**src/rtl/mm_spart_resp.sv**
```systemverilog
// rtl/mm_spart_resp.sv - memory-mapped 8N1 serial port responder at 0xC000-0xC003 (optional SPART_LOOPBACK_EN ties RX to txd)
module mm_spart_resp #(
  parameter int          FIFO_DEPTH = 8,
  parameter logic [15:0] DB_RST     = 16'd434
) (
  input  logic        clk,
  input  logic        rst_n,
  input  logic [15:0] addr,
  input  logic        re,
  input  logic        we,
  input  logic [15:0] wdata,
  output logic [15:0] rdata,
  output logic        mm_re,
  output logic        txd,
  input  logic        rxd
);

  localparam int         AW      = (FIFO_DEPTH > 1) ? $clog2(FIFO_DEPTH) : 1;
  localparam logic [3:0] DEPTH_C = 4'(FIFO_DEPTH);

  typedef enum logic [1:0] {TX_IDLE, TX_START, TX_DATA, TX_STOP} tx_state_t;
  typedef enum logic [1:0] {RX_IDLE, RX_START, RX_DATA, RX_STOP} rx_state_t;

  // ---------------- bus decode ----------------
  logic hit, wr_hit;
  logic sel_data, sel_stat, sel_lo, sel_hi;
  logic status_rd;
  logic unused_wdata;

  assign hit       = (addr[15:2] == 14'h3000);
  assign mm_re     = re & hit;
  assign wr_hit    = we & hit;
  assign sel_data  = (addr[1:0] == 2'd0);
  assign sel_stat  = (addr[1:0] == 2'd1);
  assign sel_lo    = (addr[1:0] == 2'd2);
  assign sel_hi    = (addr[1:0] == 2'd3);
  assign status_rd = mm_re & sel_stat;
  assign unused_wdata = &{1'b0, wdata[15:8]};

  // ---------------- divisor ----------------
  logic [15:0] divisor;
  logic [15:0] bit_p, reload, half, half_load;

  // Divisor bytes are written independently; engines only pick up the new value at a bit boundary
  always_ff @(posedge clk or negedge rst_n) begin
    if (!rst_n) begin
      divisor <= DB_RST;
    end else begin
      if (wr_hit && sel_lo) divisor[7:0]  <= wdata[7:0];
      if (wr_hit && sel_hi) divisor[15:8] <= wdata[7:0];
    end
  end

  assign bit_p     = (divisor == 16'd0) ? 16'd1 : divisor;
  assign reload    = bit_p - 16'd1;
  assign half      = bit_p >> 1;
  // Start-bit detection already costs one clock, so the half-period sample is pulled in to stay centred
  assign half_load = (half >= 16'd2) ? (half - 16'd2) : 16'd0;

  // ---------------- TX FIFO ----------------
  logic [7:0]    tx_mem [FIFO_DEPTH];
  logic [AW-1:0] tx_wp, tx_rp;
  logic [3:0]    tx_fcnt;
  logic          tx_push, tx_pop, tx_do_push, tx_do_pop, tx_empty, tx_full;
  logic [7:0]    tx_head;
  logic [3:0]    tx_free;

  assign tx_push    = wr_hit & sel_data;
  assign tx_empty   = (tx_fcnt == 4'd0);
  assign tx_full    = (tx_fcnt == DEPTH_C);
  assign tx_do_pop  = tx_pop & ~tx_empty;
  assign tx_do_push = tx_push & (~tx_full | tx_do_pop);
  assign tx_head    = tx_mem[tx_rp];
  assign tx_free    = DEPTH_C - tx_fcnt;

  // TX FIFO pointers and occupancy; a simultaneous push and pop leaves the count unchanged
  always_ff @(posedge clk or negedge rst_n) begin
    if (!rst_n) begin
      tx_wp   <= '0;
      tx_rp   <= '0;
      tx_fcnt <= 4'd0;
    end else begin
      if (tx_do_push) tx_wp <= tx_wp + 1'b1;
      if (tx_do_pop)  tx_rp <= tx_rp + 1'b1;
      case ({tx_do_push, tx_do_pop})
        2'b10:   tx_fcnt <= tx_fcnt + 4'd1;
        2'b01:   tx_fcnt <= tx_fcnt - 4'd1;
        default: tx_fcnt <= tx_fcnt;
      endcase
    end
  end

  // TX FIFO storage
  always_ff @(posedge clk) begin
    if (tx_do_push) tx_mem[tx_wp] <= wdata[7:0];
  end

  // ---------------- TX engine ----------------
  tx_state_t   tx_state, tx_nstate;
  logic [15:0] tx_tmr, tx_ntmr;
  logic [7:0]  tx_sh, tx_nsh;
  logic [2:0]  tx_bit, tx_nbit;
  logic        tx_txd, tx_ntxd;

  // TX state register; reset forces the line idle straight away
  always_ff @(posedge clk or negedge rst_n) begin
    if (!rst_n) begin
      tx_state <= TX_IDLE;
      tx_tmr   <= 16'd0;
      tx_sh    <= 8'h00;
      tx_bit   <= 3'd0;
      tx_txd   <= 1'b1;
    end else begin
      tx_state <= tx_nstate;
      tx_tmr   <= tx_ntmr;
      tx_sh    <= tx_nsh;
      tx_bit   <= tx_nbit;
      tx_txd   <= tx_ntxd;
    end
  end

  // TX next state: txd is registered so the line changes exactly on bit boundaries
  always_comb begin
    tx_nstate = tx_state;
    tx_ntmr   = tx_tmr;
    tx_nsh    = tx_sh;
    tx_nbit   = tx_bit;
    tx_ntxd   = tx_txd;
    tx_pop    = 1'b0;
    case (tx_state)
      TX_IDLE: begin
        tx_ntxd = 1'b1;
        if (!tx_empty) begin
          tx_pop    = 1'b1;
          tx_nsh    = tx_head;
          tx_ntmr   = reload;
          tx_ntxd   = 1'b0;
          tx_nstate = TX_START;
        end
      end
      TX_START: begin
        if (tx_tmr == 16'd0) begin
          tx_nstate = TX_DATA;
          tx_ntmr   = reload;
          tx_nbit   = 3'd0;
          tx_ntxd   = tx_sh[0];
        end else begin
          tx_ntmr = tx_tmr - 16'd1;
        end
      end
      TX_DATA: begin
        if (tx_tmr == 16'd0) begin
          tx_ntmr = reload;
          if (tx_bit == 3'd7) begin
            tx_nstate = TX_STOP;
            tx_ntxd   = 1'b1;
          end else begin
            tx_nbit = tx_bit + 3'd1;
            tx_nsh  = {1'b0, tx_sh[7:1]};
            tx_ntxd = tx_sh[1];
          end
        end else begin
          tx_ntmr = tx_tmr - 16'd1;
        end
      end
      TX_STOP: begin
        if (tx_tmr == 16'd0) begin
          if (!tx_empty) begin
            tx_pop    = 1'b1;
            tx_nsh    = tx_head;
            tx_ntmr   = reload;
            tx_ntxd   = 1'b0;
            tx_nstate = TX_START;
          end else begin
            tx_ntxd   = 1'b1;
            tx_nstate = TX_IDLE;
          end
        end else begin
          tx_ntmr = tx_tmr - 16'd1;
        end
      end
      default: begin
        tx_nstate = TX_IDLE;
        tx_ntxd   = 1'b1;
      end
    endcase
  end

  assign txd = tx_txd;

  // ---------------- RX input ----------------
  logic rx_s1, rx_s2, rx_in;

  // Two-flop synchroniser for the asynchronous rxd pin
  always_ff @(posedge clk or negedge rst_n) begin
    if (!rst_n) begin
      rx_s1 <= 1'b1;
      rx_s2 <= 1'b1;
    end else begin
      rx_s1 <= rxd;
      rx_s2 <= rx_s1;
    end
  end

`ifdef SPART_LOOPBACK_EN
  logic unused_rx;
  assign rx_in     = tx_txd;
  assign unused_rx = rx_s2;
`else
  assign rx_in = rx_s2;
`endif

  // ---------------- RX FIFO ----------------
  logic [7:0]    rx_mem [FIFO_DEPTH];
  logic [AW-1:0] rx_wp, rx_rp;
  logic [3:0]    rx_fcnt;
  logic          rx_push, rx_pop, rx_do_push, rx_do_pop, rx_empty, rx_full;
  logic [7:0]    rx_head;
  logic [7:0]    rx_sh, rx_nsh;

  assign rx_pop     = mm_re & sel_data;
  assign rx_empty   = (rx_fcnt == 4'd0);
  assign rx_full    = (rx_fcnt == DEPTH_C);
  assign rx_do_pop  = rx_pop & ~rx_empty;
  assign rx_do_push = rx_push & (~rx_full | rx_do_pop);
  assign rx_head    = rx_mem[rx_rp];

  // RX FIFO pointers and occupancy; a read that drains a full FIFO makes room for a same-edge push
  always_ff @(posedge clk or negedge rst_n) begin
    if (!rst_n) begin
      rx_wp   <= '0;
      rx_rp   <= '0;
      rx_fcnt <= 4'd0;
    end else begin
      if (rx_do_push) rx_wp <= rx_wp + 1'b1;
      if (rx_do_pop)  rx_rp <= rx_rp + 1'b1;
      case ({rx_do_push, rx_do_pop})
        2'b10:   rx_fcnt <= rx_fcnt + 4'd1;
        2'b01:   rx_fcnt <= rx_fcnt - 4'd1;
        default: rx_fcnt <= rx_fcnt;
      endcase
    end
  end

  // RX FIFO storage
  always_ff @(posedge clk) begin
    if (rx_do_push) rx_mem[rx_wp] <= rx_sh;
  end

  // ---------------- RX engine ----------------
  rx_state_t   rx_state, rx_nstate;
  logic [15:0] rx_tmr, rx_ntmr;
  logic [2:0]  rx_bit, rx_nbit;
  logic        rx_armed, rx_narmed;
  logic        set_ovr, set_ferr;

  // RX state register
  always_ff @(posedge clk or negedge rst_n) begin
    if (!rst_n) begin
      rx_state <= RX_IDLE;
      rx_tmr   <= 16'd0;
      rx_sh    <= 8'h00;
      rx_bit   <= 3'd0;
      rx_armed <= 1'b0;
    end else begin
      rx_state <= rx_nstate;
      rx_tmr   <= rx_ntmr;
      rx_sh    <= rx_nsh;
      rx_bit   <= rx_nbit;
      rx_armed <= rx_narmed;
    end
  end

  // RX next state: a line held low after a bad stop bit must go high before a new frame is accepted
  always_comb begin
    rx_nstate = rx_state;
    rx_ntmr   = rx_tmr;
    rx_nsh    = rx_sh;
    rx_nbit   = rx_bit;
    rx_narmed = rx_armed;
    rx_push   = 1'b0;
    set_ovr   = 1'b0;
    set_ferr  = 1'b0;
    case (rx_state)
      RX_IDLE: begin
        if (rx_in) begin
          rx_narmed = 1'b1;
        end else if (rx_armed) begin
          rx_nstate = RX_START;
          rx_ntmr   = half_load;
        end
      end
      RX_START: begin
        if (rx_tmr == 16'd0) begin
          if (rx_in) begin
            rx_nstate = RX_IDLE;
          end else begin
            rx_nstate = RX_DATA;
            rx_ntmr   = reload;
            rx_nbit   = 3'd0;
          end
        end else begin
          rx_ntmr = rx_tmr - 16'd1;
        end
      end
      RX_DATA: begin
        if (rx_tmr == 16'd0) begin
          rx_nsh  = {rx_in, rx_sh[7:1]};
          rx_ntmr = reload;
          if (rx_bit == 3'd7) rx_nstate = RX_STOP;
          else                rx_nbit   = rx_bit + 3'd1;
        end else begin
          rx_ntmr = rx_tmr - 16'd1;
        end
      end
      RX_STOP: begin
        if (rx_tmr == 16'd0) begin
          rx_nstate = RX_IDLE;
          rx_narmed = rx_in;
          if (rx_in) begin
            rx_push = 1'b1;
            set_ovr = rx_full & ~rx_do_pop;
          end else begin
            set_ferr = 1'b1;
          end
        end else begin
          rx_ntmr = rx_tmr - 16'd1;
        end
      end
      default: rx_nstate = RX_IDLE;
    endcase
  end

  // ---------------- sticky flags ----------------
  logic ovr, ferr;

  // Sticky error flags; a new error on the same edge as a STATUS read survives the clear
  always_ff @(posedge clk or negedge rst_n) begin
    if (!rst_n) begin
      ovr  <= 1'b0;
      ferr <= 1'b0;
    end else begin
      if (set_ovr)        ovr <= 1'b1;
      else if (status_rd) ovr <= 1'b0;
      if (set_ferr)       ferr <= 1'b1;
      else if (status_rd) ferr <= 1'b0;
    end
  end

  // Zero-latency read mux; an empty RX FIFO reads as zero rather than a stale entry
  always_comb begin
    rdata = 16'h0000;
    if (mm_re) begin
      case (addr[1:0])
        2'd0:    rdata = {8'h00, (rx_empty ? 8'h00 : rx_head)};
        2'd1:    rdata = {ovr, ferr, 6'b000000, tx_free, rx_fcnt};
        2'd2:    rdata = {8'h00, divisor[7:0]};
        default: rdata = {8'h00, divisor[15:8]};
      endcase
    end
  end

endmodule

```
**config.mk**
```make
export PLATFORM = sky130hd
export DESIGN_NAME = mm_spart_resp
export DESIGN_NICKNAME = d
export VERILOG_FILES = /design/src/rtl/mm_spart_resp.sv
export SDC_FILE = /design/constraint.sdc
export NUM_CORES = 1
export LEC_CHECK = 0
export ABC_AREA = 1
export CAP_MARGIN = 20
export CORE_MARGIN = 5
export CORE_UTILIZATION = 40
export DETAILED_ROUTE_END_ITERATION = 8
export GPL_TIMING_DRIVEN = 1
export PLACE_DENSITY = 0.69
export SYNTH_ARGS = -nofsm -noshare
export SYNTH_HDL_FRONTEND = slang
export SYNTH_SLANG_ARGS = --single-unit
```
**constraint.sdc**
```tcl
create_clock -name clk -period 3.25 [get_ports clk]
set_input_delay 0.4875 -clock clk [delete_from_list [all_inputs] [get_ports clk]]
set_output_delay 0.4875 -clock clk [all_outputs]
set_load 0.01 [all_outputs]
```
==> results.json <==
{
  "power_frac_seq": 0.343,
  "rows": 65,
  "hold_violations": 0,
  "ys_ff_latch": 228,
  "period_share": 0.978,
  "die_w_um": 187,
  "avgViaCountPerCell": 5.30,
  "path_buf_inv": 4,
  "place.gp.congestion": 0.941,
  "cts_buffers": 26,
  "r2r_slack_ns": 0.30,
  "power_leakage_nw": 6.48,
  "fmax_mhz": 315,
  "cpPeakStageDelay_ns": 0.53,
  "cap_violations": 0,
  "max_slew.worst_pin.slew_ns": 0.980,
  "ys_async_sr_fraction": 0.439,
  "wl_per_cell_um": 17.1,
  "critPathTopFamily": "buffers and inverters",
  "cp.required_ns": 2.76,
  "intPower_w": 0.00649,
  "regToRegEndpoint": "rx_fcnt[3]",
  "synth_area_um2": 12600,
  "netlist_instances": 1425,
  "final_max_slew_viol_count": 0,
  "cts.clk_slew.worst_paths_ns": 0.06,
  "status": "complete, no violations",
  "reg2reg_depth": 19,
  "p_per_area_nw_per_um2": 734,
  "fp.dieH_um": 187,
  "grt_pass1_vias": 9937,
  "final_common_cell": "nand2_1",
  "grt_overflow": 0,
  "hold_slack_ns": 0.0105,
  "p_switching_w": 0.00429,
  "criticalPathCategory": "flip-flop to primary output",
  "worstReg2RegStart": "rx_tmr[0]",
  "cp.arrival_ns": 2.69,
  "max-vdd-ir-drop_v": 0.000436,
  "ant_nets": 0,
  "start_kind": "flip-flop",
  "ys_warn_count": 0,
  "drc": 0,
  "slew_headroom": 0.346,
  "cts-root-buf": "clkbuf_16",
  "cts_max_path_buffers": 3,
  "setup_viol": 0,
  "period_needed_ns": 3.18,
  "num-nets-final": 1577,
  "grt_pass1_wl_um": 53400,
  "clkLatencyLatePin_ns": 0.53,
  "worst_clock_skew_ns": 0.00848,
  "cts_num_sinks": 228,
  "critPathCaptureType": "primary output",
  "h-tree-depth": 1,
  "final_util": 0.469,
  "initial_core_util": 0.402,
  "design.die.area_um2": 35100,
  "io_pins": 55,
  "min_path_type": "primary input to async pin",
  "area_delta_synth_final_pct": 16.6,
  "pwr-share-comb": 0.388,
  "place.port_buffers": 40,
  "totalWireLength_um": 33100,
  "synthFlopType": "edfxtp_1",
  "rsz0062_at_grt": "yes",
  "cts_tree": "done",
  "crit_chain": "inv_4 > buf_6 > nor2_1 > nor2_1 > o21ai_0 > o21ai_0 > o211ai_1 > a221oi_2 > buf_4 > clkdlybuf4s50_1",
  "routed-via-count": 10255,
  "power_frac_clock": 0.269,
  "drive_gt1_frac": 0.131,
  "dp_hpwl_um": 23500,
  "core_um2": 31300,
  "synth_edf_count": 128,
  "cts_hold_buffers": 0,
  "grt_usage": 0.184,
  "swShare": 0.398,
  "path_max_fanout": 13,
  "slowest_stage": "clkdlybuf4s50_1",
  "synth.distinct_cells": 55,
  "grt_max_degree": 54,
  "avgSynthCellArea_um2": 8.83,
  "drt_iter0_drc": 944,
  "firstDrtPassIters": 6,
  "antenna_found_initial": 1,
  "yosysSeqAreaShare": 0.505,
  "final_cell_mix": "nand2_1, nor2_1, o21ai_0"
}
-- worst register-to-register path, cell delays in order (launching register included) --
cell,delay [ns]
dfrtp_1,0.39
inv_1,0.10
ha_1,0.24
nand3_4,0.15
nor2_4,0.18
nand3_2,0.09
nor2_1,0.13
nand4_2,0.19
nor3_4,0.23
inv_1,0.05
nand2_1,0.09
inv_1,0.06
ha_1,0.31
nand2_1,0.08
nand2_1,0.04
a31oi_1,0.18
inv_1,0.06
nand2_1,0.06
nand2_1,0.05
xor2_1,0.13
-- layer usage --
metal	track usage	vias up	routed length, um
met5	0	-	0
met4	0.0449	0	774
met3	0.0243	58	1690
met2	0.309	283	15600
met1	0.256	4914	15000
li1	-	5000	-
-- sequential cells by signal (all words and copies together) (netlist names), 3 cells and up, named ones only --
register  count
divisor      16
rx_bit        3
rx_fcnt       4
rx_mem       64
rx_rp         3
rx_sh         8
rx_tmr       16
rx_wp         3
tx_bit        3
tx_fcnt       4
tx_mem       64
tx_rp         3
tx_sh         8
tx_tmr       16
tx_wp         3
-- cell usage after synthesis (3+ instances only) --
cell	number	area, um^2
or2_2	3	18.8
clkbuf_1	31	116
clkinv_1	4	15.0
ha_1	27	338
nor2_4	12	135
nand3_2	10	100
nor2_1	169	634
buf_4	6	45.0
a21oi_1	34	170
nand2_2	13	81.3
dfstp_2	8	210
mux2_2	7	78.8
nand2_1	287	1080
xor2_1	38	333
o22ai_1	13	81.3
xnor2_1	5	43.8
a31oi_1	4	25.0
buf_2	7	35.0
nand4_1	15	93.8
nor3_1	31	155
buf_6	4	45.0
nor2_2	11	68.8
a221oi_1	11	96.3
nand3_4	3	52.6
o21ai_1	10	50.1
nand4_2	3	37.5
o21ai_0	145	726
o221ai_1	6	52.6
o211ai_1	35	263
inv_1	136	510
edfxtp_1	128	3840
inv_2	6	22.5
nand2_4	5	56.3
dfrtp_1	92	2300
nand3_1	82	410
-- area by class of cell --
type	instances	area, um^2
Antenna cell	1	2.50
Clock buffer	35	716
Clock inverter	13	128
Sequential cell	228	6360
Timing Repair Buffer	101	922
Multi-Input combinational cell	1007	5500
Inverter	147	557
Fill cell	2874	16600
Tap cell	402	503
-- metrics by stage --
step                instances  power [W]  TNS (ns)  cell area, um^2  setup WS [ns]
floorplan                1430    0.00686         0            12600          0.647
global route             1934     0.0115    -0.139            14700        -0.0912
finish                   1934     0.0108         0            14700         0.0705
detailed placement       1876    0.00788    -0.538            13700         -0.112
CTS                      1928     0.0108   -0.0235            14600        -0.0125
global placement         1876    0.00775    -0.123            13700        -0.0480
-- worst max-delay path by stage --
stage,slack (ns),to,startpoint,cells after the start
CTS,-0.01,rdata[4],rx_rp[0],10
global placement,-0.05,rdata[6],addr[14],9
global route,-0.09,rdata[5],rx_rp[0],10
detailed placement,-0.11,rdata[6],addr[14],9
finish,0.07,rdata[5],rx_rp[0],10
floorplan,0.65,rx_fcnt[3],rx_tmr[0],19
-- power by group through the flow --
stage / combinational, W / sequential (W) / clock, W
4_1_cts: 0.00416 / 0.00369 / 0.00294
2_1_floorplan: 0.00323 / 0.00364 / 0
6_report: 0.00418 / 0.00370 / 0.00290
3_3_place_gp: 0.00402 / 0.00373 / 0
5_1_grt: 0.00473 / 0.00374 / 0.00306
3_5_place_dp: 0.00414 / 0.00374 / 0
-- cells by family after synthesis --
family	count (synthesis)	share of synthesized area
AND/OR/NAND/NOR	651	0.239
AO/OA/AOI/OAI	267	0.123
flip-flops	228	0.505
buffers and inverters	196	0.0635
XOR/XNOR	44	0.0312
adder cells (fa/ha/maj)	29	0.0300
multiplexers	9	0.00785
other	1	0.000298
-- repair_timing --
item / CTS / global route
buffers inserted: 3 / 4
cloned: 1 / 1
pin swaps: 3 / 10
resized for setup: 12 / 11
setup endpoints to repair: 10 / 8
hold endpoints to repair: 0 / 0
Note: power is estimated with default switching activity, not from simulation.
